`config.mk`:
```
export PLATFORM = sky130hd
export DESIGN_NAME = cordic_vector
export DESIGN_NICKNAME = d
export VERILOG_FILES = /design/src/rtl/cordic_vector.sv
export SDC_FILE = /design/constraint.sdc
export NUM_CORES = 1
export LEC_CHECK = 0
export BUFFER_PORTS_ARGS = -buffer_cell sky130_fd_sc_hd__buf_2
export CAP_MARGIN = 15
export CORE_ASPECT_RATIO = 0.9
export CORE_UTILIZATION = 35
export DETAILED_ROUTE_END_ITERATION = 10
export SLEW_MARGIN = 20
export SYNTH_ARGS = -nofsm -noshare
export SYNTH_HDL_FRONTEND = slang
export SYNTH_SLANG_ARGS = --single-unit
```
`constraint.sdc`:
```
create_clock -name clk -period 13.3 [get_ports clk]
set_input_delay 1.33 -clock clk [delete_from_list [all_inputs] [get_ports clk]]
set_output_delay 1.33 -clock clk [all_outputs]
set_load 0.02 [all_outputs]
```
`src/rtl/cordic_vector.sv`:
```
// rtl/cordic_vector.sv - iterative 21-bit vectoring-mode CORDIC (atan2 and K-scaled magnitude)
module cordic_vector (
  input  logic               clk,
  input  logic               reset,
  input  logic               clk_en,
  input  logic               start,
  input  logic signed [20:0] x_in,
  input  logic signed [20:0] y_in,
  output logic               busy,
  output logic               done,
  output logic        [20:0] mag_out,
  output logic signed [20:0] angle_out
);

  typedef enum logic [1:0] {IDLE, ITER, DONE} state_t;

  localparam logic signed [20:0] PI = 21'sd823550;

  state_t             state;
  logic        [3:0]  i;
  logic signed [20:0] x;
  logic signed [20:0] y;
  logic signed [20:0] z;
  logic               zero_flag;
  logic signed [20:0] x_sh;
  logic signed [20:0] y_sh;
  logic signed [20:0] atan_val;

  // round(atan(2^-i) * 2^18)
  always_comb begin
    atan_val = '0;
    case (i)
      4'd0:  atan_val = 21'sd205887;
      4'd1:  atan_val = 21'sd121542;
      4'd2:  atan_val = 21'sd64220;
      4'd3:  atan_val = 21'sd32599;
      4'd4:  atan_val = 21'sd16363;
      4'd5:  atan_val = 21'sd8189;
      4'd6:  atan_val = 21'sd4096;
      4'd7:  atan_val = 21'sd2048;
      4'd8:  atan_val = 21'sd1024;
      4'd9:  atan_val = 21'sd512;
      4'd10: atan_val = 21'sd256;
      4'd11: atan_val = 21'sd128;
      4'd12: atan_val = 21'sd64;
      4'd13: atan_val = 21'sd32;
      4'd14: atan_val = 21'sd16;
      4'd15: atan_val = 21'sd8;
      default: atan_val = '0;
    endcase
  end

  always_comb begin
    x_sh = x >>> i;
    y_sh = y >>> i;
  end

  always_ff @(posedge clk) begin
    if (reset) begin
      state     <= IDLE;
      i         <= '0;
      x         <= '0;
      y         <= '0;
      z         <= '0;
      zero_flag <= 1'b0;
      busy      <= 1'b0;
      done      <= 1'b0;
      mag_out   <= '0;
      angle_out <= '0;
    end else if (clk_en) begin
      case (state)
        IDLE: begin
          done <= 1'b0;
          if (start) begin
            // Fold left-half-plane vectors into the right half so the iterations converge
            if (!x_in[20]) begin
              x <= x_in;
              y <= y_in;
              z <= '0;
            end else begin
              x <= -x_in;
              y <= -y_in;
              z <= y_in[20] ? -PI : PI;
            end
            zero_flag <= (x_in == '0) && (y_in == '0);
            i         <= '0;
            busy      <= 1'b1;
            state     <= ITER;
          end
        end
        ITER: begin
          if (!y[20]) begin
            x <= x + y_sh;
            y <= y - x_sh;
            z <= z + atan_val;
          end else begin
            x <= x - y_sh;
            y <= y + x_sh;
            z <= z - atan_val;
          end
          i <= i + 4'd1;
          if (i == 4'd15) state <= DONE;
        end
        DONE: begin
          mag_out   <= x;
          angle_out <= zero_flag ? 21'sd0 : z;
          done      <= 1'b1;
          busy      <= 1'b0;
          state     <= IDLE;
        end
        default: state <= IDLE;
      endcase
    end
  end

endmodule

```
# Word level (Yosys, flattened, before mapping)
# Memories as Yosys holds them, arrays and structs flattened. A register that Yosys moved wholly into a read port is not among the register bits.
# Cells that the tools add are included.
[word_totals]
reg_bits = 114
mem_bits_ro = 288
inputBits = 46
out_inout_bits = 44
word_cells = 63
memories = 1
[classes]
n_addsub = 9
n_eq_ne = 5
shift = 2
muxes = 24
n_reduce_logical = 12
[memory_table]
columns = ["memory", "words", "width", "rd", "rd_clocked_by_memory_dff", "write_ports", "line_no", "text"]
rows = [
  ["(no name shown)", 16, 18, 1, 1, 0, "32", "case (i)"],
]
[op_table]
columns = ["operator", "n"]
rows = [
  ["2-to-1 mux 21 bit", 11],
  ["case mux 21 bit (2 select lines)", 3],
  ["adder 21 bit", 3],
  ["subtractor 21 bit", 3],
  ["logical NOT 21 bit", 2],
  ["negation 21 bit", 2],
  [">>> shifter 21 x 4 -> 21 bit", 2],
  ["2-to-1 mux 4 bit", 3],
  ["AND reduction 3 bit", 4],
  ["case mux 4 bit (2 select lines)", 1],
  ["adder 4 x 1 -> 4 bit (second input constant)", 1],
  ["equality test 4 bit (second input constant)", 1],
  ["2-to-1 mux 2 bit", 2],
  ["inequality test 2 bit (second input constant)", 2],
  ["case mux 1 bit (2 select lines)", 2],
  ["case mux 2 bit (2 select lines)", 1],
  ["AND reduction 2 bit", 2],
  ["nonzero test 2 bit", 2],
  ["equality test 2 x 1 -> 1 bit (second input constant)", 1],
  ["equality test 2 bit (second input constant)", 1],
  ["logical NOT 2 bit", 1],
  ["logical AND 1 bit", 1],
  ["2-to-1 mux 1 bit", 1],
]

# Logic depth before layout (Yosys ltp)
# Gate-level depths: netlist of run 1.
[depth]
depth_word = 5
mapped_depth = 24
depth_no_buf = 21

# Worst setup path after synthesis of run 1
# No wires, ideal clock.
[synth_timing]
path_type = "reg-to-reg"
startpoint = "reg i[2]"
endpoint = "reg x[20]"
setup_ns = 0.128
arrival_time_ns = 4.718
t_required_ns = 13.172
path_slack_ns = 8.454
path_stages_with_launch = 23
path_buffers = 5
synth_period_minus_slack_ns = 4.846
path_cell_list = "dfxtp_1 -> clkbuf_1 -> clkbuf_1 -> clkbuf_1 -> clkbuf_1 -> buf_1 -> nand2_1 -> o21ai_0 -> ha_1 -> nand4b_1 -> nor4b_1 -> xnor2_1 -> o22ai_1 -> ha_1 -> a21o_1 -> and2_1 -> o21ai_0 -> nand4_1 -> a31oi_1 -> o21bai_1 -> a21oi_1 -> xor3_1 -> o2bb2ai_1"
[synth_via]
elab_chain_len = 4
elab_cells_between_ends = 5
classes_between = "add/sub (2); shift (1); mux (2)"
[synth_rtl]
columns = ["element", "line_no", "text"]
rows = [
  ["from (decl)", "20", "logic [3:0] i;"],
  ["from (signal assigned)", "101", "i <= i + 4'd1;"],
  [">>> shifter 21 x 4 -> 21 bit (*)", "55", "y_sh = y >>> i;"],
  ["adder 21 bit or subtractor 21 bit (tied branches)", "93, 97", ""],
  ["2-to-1 mux 21 bit (*)", "92", "if (!y[20]) begin"],
  ["case mux 21 bit (2 select lines) (*)", "71", "case (state)"],
  ["to (signal assigned)", "77", "x <= x_in;"],
  ["to (signal assigned)", "93", "x <= x + y_sh;"],
  ["to (signal assigned)", "97", "x <= x - y_sh;"],
  ["to (decl)", "21", "logic signed [20:0] x;"],
]
# Every way passes the cells marked *; elsewhere a longest branch is shown, timed or not.
# A chain may end at the register's enable or synchronous reset.

# Worst setup path in the final report of run 1
[layout_timing]
startpoint = "reg i[3]"
endpoint = "reg x[20]"
# Same word-level chain as after synthesis.

==> reports/metrics.cfg, run 1 <==
[clock_network]
holdBufCountCts=0
cts_resized=0
post-cts-setup-buffers=0
insertion_delay_ns=0.44
htreeDepth=4
cts_buffers=17
clkSinkCount=132
cts_tree=yes
clockRootBuffer=clkbuf_16
cts_buffer_depth=2
clkTransAtPathRegs_ns=0.06

[layout]
drive_gt1_share_pct=13.3
antenna_cells=0
final_nets=1785
final_cells=2143
syn2layout_area_growth_pct=9.85
fillers=3648
stdcell_area_um2=13800

[sta]
maxSlewViolCount=0
finalHoldWorstSlack_ns=0.445
max_slew_margin_pct=32.1
fmax_ghz=0.178
tightest_slew_ns=1.01
post-route-min-period_ns=5.63
grt_setup_unrepaired=no
hold_viol=0
finalCritPeriodShare_pct=42.3
setup_violations=0
fin_skew_ns=0.0168
totalNegativeSetupSlack_ns=0

[placement]
place_congestion=0.940
placed_area_um2=13300
dp.cells=2111
io_buffers=89
hpwl_um=30700

[global_routing]
grt_overflow=0
grt_max_degree=72
grt_pass1_vias=11200
grt_pass1_wl_um=64700
grt_usage_pct=22.4
antenna_found_initial=1

[power]
peakVddDrop_uv=58.9
power_leakage_uw=0.00551
power_uw=1650
p_per_area_nw_per_um2=119

[synth]
ys_seq_area_share_pct=21.0
yosysMostFrequentCell=nand2_1
yosys_warnings=0
yosys.area.top_type_share_pct=21.0
syn_area_um2=12600
ys.flop_type=dfxtp_1
ys_types=89
syn_avg_cell_area_um2=7.69
synth_top_cell_by_area=dfxtp_1
synth_area_leaders=dfxtp_1 (21%), ha_1 (7.5%), a21oi_1 (6.5%)
syn_nets=1761
synthArstFlopShare_pct=0
synth-edff-count=0
synth_commonest_cells=nand2_1 (177), nor2_1 (167), a21oi_1 (163)
syn_inst=1637
ys_ff_latch=132

[drt]
drt-vias-per-instance=5.77
routedWlPerCell_um=19.4
ant_nets=0
num_vias=12400
drc=0
first_iter_violations=1133
drtPass1Iterations=6
routed_wl_um=41500

[die]
die_area_um2=36700
pin_count=90
fp.dieH_um=182
rows=65
start_util_pct=35.8
dieWidth_um=202
core-area_um2=35200

[critical_path]
cp.required_ns=13.61
crit_type=register to register
endpoint_kind=register
arrival_ns=5.94
crit_path_max_fanout=55
crit_path_start_kind=register

[run]
maxCapViolations=0

[min_path]
hold_path.class=register to register

[status]
status=complete, no violations

[critical path, stage by stage, from the launching register on]
cell	delay (ns)
dfxtp_2	0.31
buf_4	0.51
inv_1	0.57
mux4_2	0.64
o21ai_0	0.28
ha_1	0.32
nand4b_1	0.16
nor4b_1	0.34
xnor2_1	0.16
o22ai_1	0.10
ha_1	0.38
a21o_1	0.19
and2_1	0.16
o21ai_0	0.29
nand4_1	0.14
a31oi_1	0.30
o21bai_1	0.09
a21oi_1	0.17
xor3_1	0.23
o2bb2ai_1	0.12
[report_power, final]
part | switching [uW] | internal, uW
Clock | 213 | 263
Sequential | 46.6 | 417
Combinational | 418 | 295
Total | 678 | 975
[state kept, by name, summed over array words and instances, names as in the netlist]
name,flops
zero_flag,1
state,2
y,21
angle_out,21
busy,1
x,21
mag_out,21
z,21
i,4
done,1
atan_val,18
[routing by layer]
| metal | share of wire (%) | global-route usage, % | wire length [um] | vias up |
|---|---|---|---|---|
| met5 | 0 | 0 | 0 | - |
| met2 | 40 | 30.6 | 16400 | 449 |
| met3 | 8.2 | 4.97 | 3410 | 32 |
| met1 | 51 | 34.8 | 21200 | 5867 |
| met4 | 1.1 | 4.85 | 469 | 0 |
| li1 | - | - | - | 6016 |
[logic make-up after synthesis]
family	Yosys count	share of synthesized area, %
AOI/OAI and AO/OA	483	24.5
buffers and inverters	139	5.12
muxes	106	10.9
and+or+nand+nor	576	21.8
adders and majority gates	78	7.93
xor gates and xnor gates	123	8.73
DFF	132	21.0
[final timing paths]
check	startpoint	to	slack [ns]	depth (start not counted)
max reg2reg	i[3]	x[20]	7.67	19
max	i[3]	x[20]	7.67	19
min	angle_out[20]	angle_out[20]	0.45	2
min reg2reg	angle_out[20]	angle_out[20]	0.45	2
[through the flow]
| stage | worst slack [ns] | utilization, % |
|---|---|---|
| after floorplan | 8.45 | - |
| after global placement | 7.88 | 37.7 |
| after detailed placement | 7.81 | 37.7 |
| after CTS | 7.78 | 39.3 |
| after global routing | 7.17 | 39.3 |
| final | 7.67 | 39.3 |
[layout by cell type (no fill, tap or decap), types with 5 or more instances in the layout]
cell	Yosys	routed
inv_6	0	8
ha_1	75	75
a22o_1	7	7
o211ai_1	18	18
a21oi_1	163	163
clkbuf_16	0	17
nor2_1	167	166
o22ai_1	15	15
o31ai_1	20	20
xnor2_1	67	67
a311oi_1	6	6
nand2b_1	20	20
dfxtp_1	132	127
a31oi_1	30	30
nor3_1	54	54
a31o_2	6	6
nand4_1	9	9
a211o_1	5	5
mux2i_1	55	55
a211oi_1	28	28
xor2_1	54	54
or2_2	8	8
and3_1	12	12
nor4_1	10	10
nor2b_1	19	18
o21a_1	14	14
nand2_1	177	177
o21ai_0	84	84
or4_1	10	10
mux2_2	27	27
a21o_1	29	29
buf_4	2	16
inv_1	38	38
and2_1	12	12
nand3b_1	24	24
mux4_2	17	17
buf_2	11	88
o21bai_1	9	9
nand3_1	25	25
or3_1	9	9
[cell type report]
class                      count  area [um2]  area share (%)
clock buffer                  18         429            3.10
clock inverter                14         139            1.00
inverter                      40         150            1.09
timing repair buffer         104         561            4.05
multi-input combinational   1366        9320            67.3
sequential                   132        2650            19.2
tap                          469         587            4.24
No activity file was read; power rests on OpenSTA's default activity.
==> run 2, diff against run 1 <==
ABC_AREA = 1   (was default)
clock period = 4.6 ns   (was 13.3 ns; I/O delays follow)
==> run 2 against run 1 <==
Utilization rose by 0.72 points. Sequential cell count did not move. Register-to-register slack got worse by 7.3 ns. Critical endpoint unchanged.
==> reports/metrics.cfg, run 2 <==
[sta]
tightest_slew_ns=0.982  ; was 1.01 ns
finalCritPeriodShare_pct=91.8  ; was 42.3%
fin_skew_ns=0.0151  ; was 0.0168 ns
grt_setup_unrepaired=no  ; unchanged
setup_violations=0  ; unchanged
fmax_ghz=0.237  ; was 0.178 GHz
post-route-min-period_ns=4.22  ; was 5.63 ns
totalNegativeSetupSlack_ns=0  ; unchanged
max_slew_margin_pct=34.5  ; was 32.1%
hold_viol=0  ; unchanged
maxSlewViolCount=0  ; unchanged

[placement]
io_buffers=89  ; unchanged
place_congestion=0.962  ; was 0.940
hpwl_um=33200  ; was 30700 um

[drt]
drt-vias-per-instance=5.52  ; was 5.77
ant_nets=0  ; unchanged
first_iter_violations=1265  ; was 1133
routedWlPerCell_um=17.1  ; was 19.4 um
drtPass1Iterations=5  ; was 6
drc=0  ; unchanged
num_vias=13800  ; was 12400
routed_wl_um=42700  ; was 41500 um

[synth]
synth-edff-count=0  ; unchanged
syn_area_um2=12300  ; was 12600 um2
syn_inst=1983  ; was 1637
ys_ff_latch=132  ; unchanged
ys_types=52  ; was 89
synth_area_leaders=dfxtp_1 (21%), nand2_1 (14%), nand3_1 (9.4%)  ; was dfxtp_1 (21%), ha_1 (7.5%), a21oi_1 (6.5%)
synth_top_cell_by_area=dfxtp_1  ; unchanged
syn_nets=2107  ; was 1761
synthArstFlopShare_pct=0  ; unchanged
ys.flop_type=dfxtp_1  ; unchanged
synth_commonest_cells=nand2_1 (444), nand3_1 (231), a21oi_1 (207)  ; was nand2_1 (177), nor2_1 (167), a21oi_1 (163)
ys_seq_area_share_pct=21.4  ; was 21.0%
syn_avg_cell_area_um2=6.21  ; was 7.69 um2
yosys_warnings=0  ; unchanged
yosysMostFrequentCell=nand2_1  ; unchanged
yosys.area.top_type_share_pct=21.4  ; was 21.0%

[critical_path]
cpPeakStageDelay_ns=0.41  ; was 0.64 ns
endpoint_kind=register  ; unchanged
crit_path_max_fanout=23  ; was 55
critPathTopFamily=simple AND/OR/NAND/NOR gates  ; was compound AO/OA/AOI/OAI gates
crit_path_frequent_cell=nand2_1
critPathBufInv=2  ; unchanged
crit_type=register to register  ; unchanged
cp_slowest_cell=ha_1  ; was mux4_2
cp.required_ns=4.97  ; was 13.61 ns
crit_path_start_kind=register  ; unchanged
arrival_ns=4.60  ; was 5.94 ns

[die]
core-area_um2=34400  ; was 35200 um2
pin_count=90  ; unchanged
dieWidth_um=200  ; was 202 um
rows=64  ; was 65
fp.dieH_um=180  ; was 182 um
start_util_pct=35.9  ; was 35.8%
die_area_um2=36000  ; was 36700 um2

[power]
power_leakage_uw=0.00635  ; was 0.00551 uW
p_per_area_nw_per_um2=342  ; was 119 nW/um2
peakVddDrop_uv=256  ; was 58.9 uV

[layout]
antenna_cells=0  ; unchanged
final_nets=2153  ; was 1785
fillers=3727  ; was 3648
final_cell_mix=nand2_1 (444), nand3_1 (231), a21oi_1 (207), o21ai_0 (166), inv_1 (156)  ; was nand2_1 (177), nor2_1 (166), a21oi_1 (163), dfxtp_1 (127), buf_2 (88)
multi_input_area_um2=8580  ; was 9320 um2
layout_commonest_cell=nand2_1  ; unchanged
drive_gt1_share_pct=10.9  ; was 13.3%
syn2layout_area_growth_pct=11.5  ; was 9.85%
fin_util_pct=40.0  ; was 39.3%
seqCellArea_um2=2640  ; was 2650 um2

[global_routing]
grt_pass1_wl_um=69200  ; was 64700 um
grt_max_degree=65  ; was 72
grt_usage_pct=24.1  ; was 22.4%
grt_pass1_vias=12700  ; was 11200
antenna_found_initial=0  ; was 1
grt_overflow=0  ; unchanged

[clock_network]
insertion_delay_ns=0.45  ; was 0.44 ns
clkTransAtPathRegs_ns=0.07  ; was 0.06 ns
cts_tree=yes  ; unchanged
post-cts-setup-buffers=0  ; unchanged
cts_buffer_depth=2  ; unchanged
clockRootBuffer=clkbuf_16  ; unchanged
cts_buffers=17  ; unchanged
clkSinkCount=132  ; unchanged
htreeDepth=4  ; unchanged

[run]
maxCapViolations=0  ; unchanged

[min_path]
hold_path.class=input pin to register  ; was register to register

[status]
status=complete, no violations  ; unchanged

run 2: final timing paths:
path               from    endpoint  slack, ns  cells past startpoint
max                i[1]       x[20]       0.38                     25
min              clk_en    state[1]       0.31                      3
max reg2reg        i[1]       x[20]       0.38                     25
min reg2reg  mag_out[9]  mag_out[9]       0.46                      2
run 2: metal layers:
metal | routed length [um] | global-route usage, % | up-vias
met1 | 21000 | 35.9 | 6456
met3 | 2380 | 2.81 | 39
met2 | 18700 | 36.4 | 443
li1 | - | - | 6876
met4 | 597 | 5.44 | 0
met5 | 0 | 0 | -
run 2: per-stage QoR:
stage / instances / worst slack (ns) / area, um2 / total power (uW) / hold slack [ns]
finish: 2503 / 0.377 / 13700 / 4700 / 0.310
global route: 2503 / 0.0133 / 13700 / 5010 / 0.332
CTS: 2503 / 0.462 / 13700 / 4680 / 0.309
detailed placement: 2472 / 0.511 / 13200 / 3270 / 0.450
global placement: 2472 / 0.564 / 13200 / 3260 / 0.447
floorplan: 1983 / 1.16 / 12300 / 2760 / 0.465
run 2: timing repair:
action                     4_1_cts  5_1_grt
gates resized for setup          0        3
hold buffers                     0        0
setup endpoints to repair        0        2
run 2: cell families after synthesis:
| logic type | Yosys count | share of synthesized area (%) |
|---|---|---|
| and+or+nand+nor | 937 | 33.9 |
| buffers and inverters | 267 | 8.90 |
| AOI/OAI and AO/OA | 497 | 22.5 |
| adders and majority gates | 78 | 8.10 |
| DFF | 132 | 21.4 |
| xor gates and xnor gates | 72 | 5.12 |
run 2: area by class of cell:
cell class	count	area share, %
Multi-Input combinational cell	1584	62.5
Sequential cell	132	19.2
Timing Repair Buffer	121	5.11
Inverter	173	4.76
Tap cell	462	4.21
Clock buffer	17	3.10
Clock inverter	14	1.11
run 2: power breakdown:
group | switching [uW] | internal [uW]
registers | 104 | 1210
logic | 1310 | 669
clock network | 604 | 801
total | 2020 | 2680
run 2: worst reg2reg max path: stages, from the launching register on:
cell	delay [ns]
dfxtp_1	0.34
inv_2	0.29
buf_12	0.22
nand3_1	0.14
nand3_1	0.13
nand2_1	0.09
nand2_1	0.07
nand2_1	0.14
a21oi_1	0.26
nand2_1	0.12
nor3b_1	0.27
nand3_1	0.12
nand2_1	0.07
nand2_1	0.05
nand2_1	0.05
o21ai_0	0.14
ha_1	0.41
nand2_1	0.13
nor3_1	0.29
nand4_1	0.14
nand3_1	0.21
nand2_1	0.08
nand2_1	0.08
nand3b_1	0.11
nand3_1	0.07
a21oi_1	0.14
